`config.mk`:
```
export PLATFORM = sky130hd
export DESIGN_NAME = i2s_rx
export DESIGN_NICKNAME = d
export VERILOG_FILES = /design/src/rtl/i2s_rx.sv
export SDC_FILE = /design/constraint.sdc
export NUM_CORES = 1
export LEC_CHECK = 0
export CAP_MARGIN = 0
export CELL_PAD_IN_SITES_DETAIL_PLACEMENT = 2
export CELL_PAD_IN_SITES_GLOBAL_PLACEMENT = 2
export CORE_UTILIZATION = 40
export CTS_BUF_LIST = sky130_fd_sc_hd__clkbuf_4 sky130_fd_sc_hd__clkbuf_8
export DETAILED_ROUTE_END_ITERATION = 8
export DONT_BUFFER_PORTS = 1
export GPL_TIMING_DRIVEN = 1
export PLACE_DENSITY = 0.85
export RECOVER_POWER = 50
export SLEW_MARGIN = 20
export SYNTH_ARGS = -nofsm -noshare
export SYNTH_HDL_FRONTEND = slang
export SYNTH_SLANG_ARGS = --single-unit
```
`constraint.sdc`:
```
create_clock -name aud_clk_i -period 3.25 [get_ports aud_clk_i]
set_clock_uncertainty 0.05 [all_clocks]
set_input_delay 0.8125 -clock aud_clk_i [delete_from_list [all_inputs] [get_ports aud_clk_i]]
set_output_delay 0.8125 -clock aud_clk_i [all_outputs]
set_load 0.02 [all_outputs]
```
`src/rtl/i2s_rx.sv`:
```
// ---------------------------------------------------------------------------
// i2s_rx : I2S receiver, oversampled in the audio clock domain.
//
// Reassembles 32-bit LSB-first words from sclk/wclk/sdata and hands them out
// over a valid/ready interface. Bits [15:0] travel while wclk is low and bits
// [31:16] while wclk is high. Data is delayed one bit after each wclk edge.
//
// Ports
//   aud_clk_i      in   audio clock, sole clock
//   aud_rst_i      in   synchronous active-high reset
//   sclk_i         in   serial bit clock (period >= 8 aud_clk_i cycles)
//   wclk_i         in   word clock (falling edge marks a frame boundary)
//   sdata_i        in   serial data
//   audio_data_o   out  received word, bit 0 = first bit of frame
//   audio_valid_o  out  audio_data_o holds an unconsumed word
//   audio_ready_i  in   downstream accepts the word when high with valid
//   overrun_o      out  sticky: a completed word was dropped (output full)
//   frame_err_o    out  sticky: frame boundary with bit count != 32
// ---------------------------------------------------------------------------
module i2s_rx #(
    parameter int SYNC_STAGES = 2,
    parameter bit DROP_FIRST  = 1'b1
) (
    input  logic        aud_clk_i,
    input  logic        aud_rst_i,
    input  logic        sclk_i,
    input  logic        wclk_i,
    input  logic        sdata_i,
    output logic [31:0] audio_data_o,
    output logic        audio_valid_o,
    input  logic        audio_ready_i,
    output logic        overrun_o,
    output logic        frame_err_o
);

    logic [SYNC_STAGES-1:0] sclk_sync;
    logic [SYNC_STAGES-1:0] wclk_sync;
    logic [SYNC_STAGES-1:0] sdata_sync;

    logic        sclk_s;
    logic        wclk_s;
    logic        sdata_s;
    logic        sclk_d;
    logic        wclk_d;
    logic        bnd;
    logic        first;
    logic [31:0] shift;
    logic [5:0]  cnt;

    logic        sclk_rise;
    logic        wclk_fall;
    logic        complete;
    logic [5:0]  cnt_next;
    logic        len_ok;
    logic        emit;
    logic        err;
    logic [31:0] word;

    assign sclk_s  = sclk_sync[SYNC_STAGES-1];
    assign wclk_s  = wclk_sync[SYNC_STAGES-1];
    assign sdata_s = sdata_sync[SYNC_STAGES-1];

    assign sclk_rise = sclk_s & ~sclk_d;
    assign wclk_fall = ~wclk_s & wclk_d;

    // A wclk fall coinciding with an sclk rise completes the word on that rise.
    assign complete = sclk_rise & (bnd | wclk_fall);

    // Saturating count of the rise being taken now; the completing rise
    // carries bit 31 of the previous frame, so a good frame lands on 32.
    assign cnt_next = (cnt == 6'd63) ? cnt : cnt + 6'd1;
    assign len_ok   = (cnt_next == 6'd32);
    assign word     = {sdata_s, shift[31:1]};

    assign emit = complete & len_ok & (~first | ~DROP_FIRST);
    assign err  = complete & ~len_ok & ~first;

    always_ff @(posedge aud_clk_i) begin
        if (aud_rst_i) begin
            sclk_sync     <= '0;
            wclk_sync     <= '0;
            sdata_sync    <= '0;
            sclk_d        <= 1'b0;
            wclk_d        <= 1'b0;
            bnd           <= 1'b0;
            first         <= 1'b1;
            shift         <= '0;
            cnt           <= '0;
            audio_data_o  <= '0;
            audio_valid_o <= 1'b0;
            overrun_o     <= 1'b0;
            frame_err_o   <= 1'b0;
        end else begin
            // Identical chains keep the three lines aligned to each other.
            sclk_sync[0]  <= sclk_i;
            wclk_sync[0]  <= wclk_i;
            sdata_sync[0] <= sdata_i;
            for (int i = 1; i < SYNC_STAGES; i++) begin
                sclk_sync[i]  <= sclk_sync[i-1];
                wclk_sync[i]  <= wclk_sync[i-1];
                sdata_sync[i] <= sdata_sync[i-1];
            end
            sclk_d <= sclk_s;
            wclk_d <= wclk_s;

            if (sclk_rise) begin
                bnd <= 1'b0;
            end else if (wclk_fall) begin
                bnd <= 1'b1;
            end

            if (sclk_rise) begin
                shift <= word;
                cnt   <= complete ? 6'd0 : cnt_next;
            end

            if (complete) begin
                first <= 1'b0;
            end

            if (err) begin
                frame_err_o <= 1'b1;
            end

            if (emit) begin
                if (!audio_valid_o || audio_ready_i) begin
                    audio_data_o  <= word;
                    audio_valid_o <= 1'b1;
                end else begin
                    overrun_o <= 1'b1;
                end
            end else if (audio_valid_o && audio_ready_i) begin
                audio_valid_o <= 1'b0;
            end
        end
    end

endmodule

```
==> flow_metrics.tcl <==
set metrics [dict create \
    drc_errors 0 \
    vdd_drop_max_mv 0.342 \
    drv_slew 0 \
    hold_ws_ns 0.407 \
    synth.area.top_cells "dfxtp_1, mux2i_1, nand2_1" \
    fp.coreArea_mm2 0.00721 \
    vias 2187 \
    setup.worst_path.end_class "register" \
    synth_fp_nets 331 \
    dpl_worst_slack_ns 0.676 \
    synth.most_common_cell "dfxtp_1" \
    grt_start_max_net_pins 84 \
    drive_gt1_frac 0.0745 \
    port_buffers 0 \
    tightest_slew_ns 0.854 \
    rsz0062_at_grt "false" \
    pwr_density_cell_mw_per_mm2 559 \
    fmax_mhz 388 \
    synth_area_mm2 0.00298 \
    yosys_warnings 0 \
    synthToLayoutAreaGrowth_pct 8.85 \
    start_kind "register" \
    synth_cell_types 31 \
    wl_per_cell_um 16.8 \
    cts_htree_levels 3 \
    cts_setup_buffers 0 \
    drtIter0Drc 45 \
    post_cts_resized 0 \
    die_w_um 88.4 \
    ant_nets 0 \
    final_util 0.450 \
    grt-ovfl-total 0 \
    max-slew-margin-rel 0.431 \
    grt_pass1_vias 2265 \
    finalSetupTns_ns 0 \
    die_area_mm2 0.00781 \
    synth_top_cell_by_area "dfxtp_1" \
    leakage_uw 0.00105 \
    crit_path_start "cnt[1]" \
    clockBufferDepth 2 \
    min_period_over_period 0.793 \
    setup_viol 0 \
    crit_type "reg2reg" \
    syn_inst 324 \
    clock_latency_ns 0.34 \
    std_cell_rows 31 \
    drt-pass1-iter-count 4 \
    hold_violations 0 \
    met2_usage 0.316 \
    grt_util_met3 0.0849 \
    antenna_cells 0 \
    grt_busiest_layer "met2" \
    cts.clk_slew.worst_paths_ns 0.08 \
    synth-seq-cells 82 \
    place.gp.congestion 0.742 \
    numCtsBuffers 9 \
    fin_crit_ns 2.58 \
    cts_sinks 82 \
    viasPerCell 5.19 \
    min_from "sclk_sync[0]" \
    async_reset_ff_frac 0 \
    start_util 0.414 \
    hp-class "reg2reg" \
    place_hpwl_um 4450 \
    yosysSeqAreaShare 0.550 \
    avgSynthCellArea_um2 9.21 \
    antenna_found_initial 0 \
    cts_tree "yes" \
    io_pins 41 \
    grt.total_usage 0.191 \
    synth_top_area_frac 0.550 \
    synth_ff_type "dfxtp_1" \
    fin_nets 326 \
    cts_root_buffer "clkbuf_8" \
    path_max_fanout 21 \
    die_h_um 88.4 \
    status "complete, no violations" \
    netlist_top_cells_count "dfxtp_1, nand2_1, nor2_1, a21oi_1, mux2i_1" \
    worstPathArrival_ns 2.76 \
    ctsHoldBuffers 0 \
    grt_pass1_wl_um 11100 \
    synth_edf_count 0 \
    r2r_start "cnt[1]" \
    routed_wl_um 7070 \
    setup_ws_ns 0.672 \
    use_met1 0.218 \
    cap_violations 0 \
    crit_required_ns 3.44 \
]
## sequential cells by signal, indices dropped and copies added, names as in the netlist, 2 cells and up
register,flops
cnt,6
shift,31
wclk_sync,2
sclk_sync,2
sdata_sync,2
audio_data_o,32
## worst max-delay path: stages, from the launching register on
cell and delay, ns:
dfxtp_1 0.44, ha_1 0.28, nand2_1 0.12, or4b_4 0.56, a221oi_4 0.29, buf_4 0.40
mux2i_1 0.27, nor2_1 0.06
## per-stage QoR
stage / instances / total power [uW] / area [um^2]
detailed placement: 407 / 1060 / 3040
global route: 421 / 1890 / 3250
finish: 421 / 1820 / 3250
global placement: 407 / 1060 / 3040
CTS: 421 / 1840 / 3250
floorplan: 324 / 1070 / 2980
## worst paths after layout
check	to	slack, ns	cells after the start
max	audio_data_o[1]	0.67	7
min	sclk_sync[1]	0.41	1
max reg2reg	audio_data_o[1]	0.67	7
min reg2reg	sclk_sync[1]	0.41	1
## cell families (layout without fill, tap and decap cells)
group | after synthesis | after routing | synth area share
DFF | 82 | 82 | 0.550
AOI/OAI and AO/OA | 52 | 52 | 0.103
buffers and inverters | 21 | 19 | 0.0340
adders and majority gates | 1 | 1 | 0.00419
muxes | 32 | 32 | 0.107
and+or+nand+nor | 136 | 136 | 0.201
## report_power, final
part | switching, uW | total [uW] | internal (uW)
sequential | 3.62 | 1010 | 1010
combinational | 18.2 | 26.1 | 7.94
clock | 354 | 778 | 424
## area by class of cell
class	count	area, um^2
Fill cell	792	3970
Inverter	1	3.75
Timing Repair Buffer	4	30.0
Tap cell	99	124
Clock buffer	9	124
Clock inverter	5	81.3
Sequential cell	82	1640
Multi-Input combinational cell	221	1240
## placed cells by master (no fill, tap or decap)
master and n:
a211oi_1 2, a21o_1 1, a21oi_1 38, a221oi_4 1
a22o_2 1, a31oi_1 2, and2_0 1, and3b_1 1
and3b_2 1, buf_4 4, bufinv_16 2, clkbuf_8 9
clkinv_2 1, clkinv_4 1, clkinvlp_4 1, dfxtp_1 82
ha_1 1, inv_1 1, mux2i_1 32, nand2_1 66
nand2b_1 5, nand3_1 2, nand3_2 1, nand4_1 1
nand4b_1 1, nor2_1 40, nor2b_1 10, nor2b_2 1
nor3_1 4, nor4b_1 1, o2111ai_1 1, o211ai_1 1
o21ai_0 3, o31ai_1 2, or4b_4 1
## routing by layer
layer | wire [um] | vias up
li1 | - | 1064
met1 | 3110 | 1062
met2 | 3400 | 50
met3 | 427 | 11
met4 | 130 | 0
met5 | 0 | -
Power figures use the tool's default switching activity.
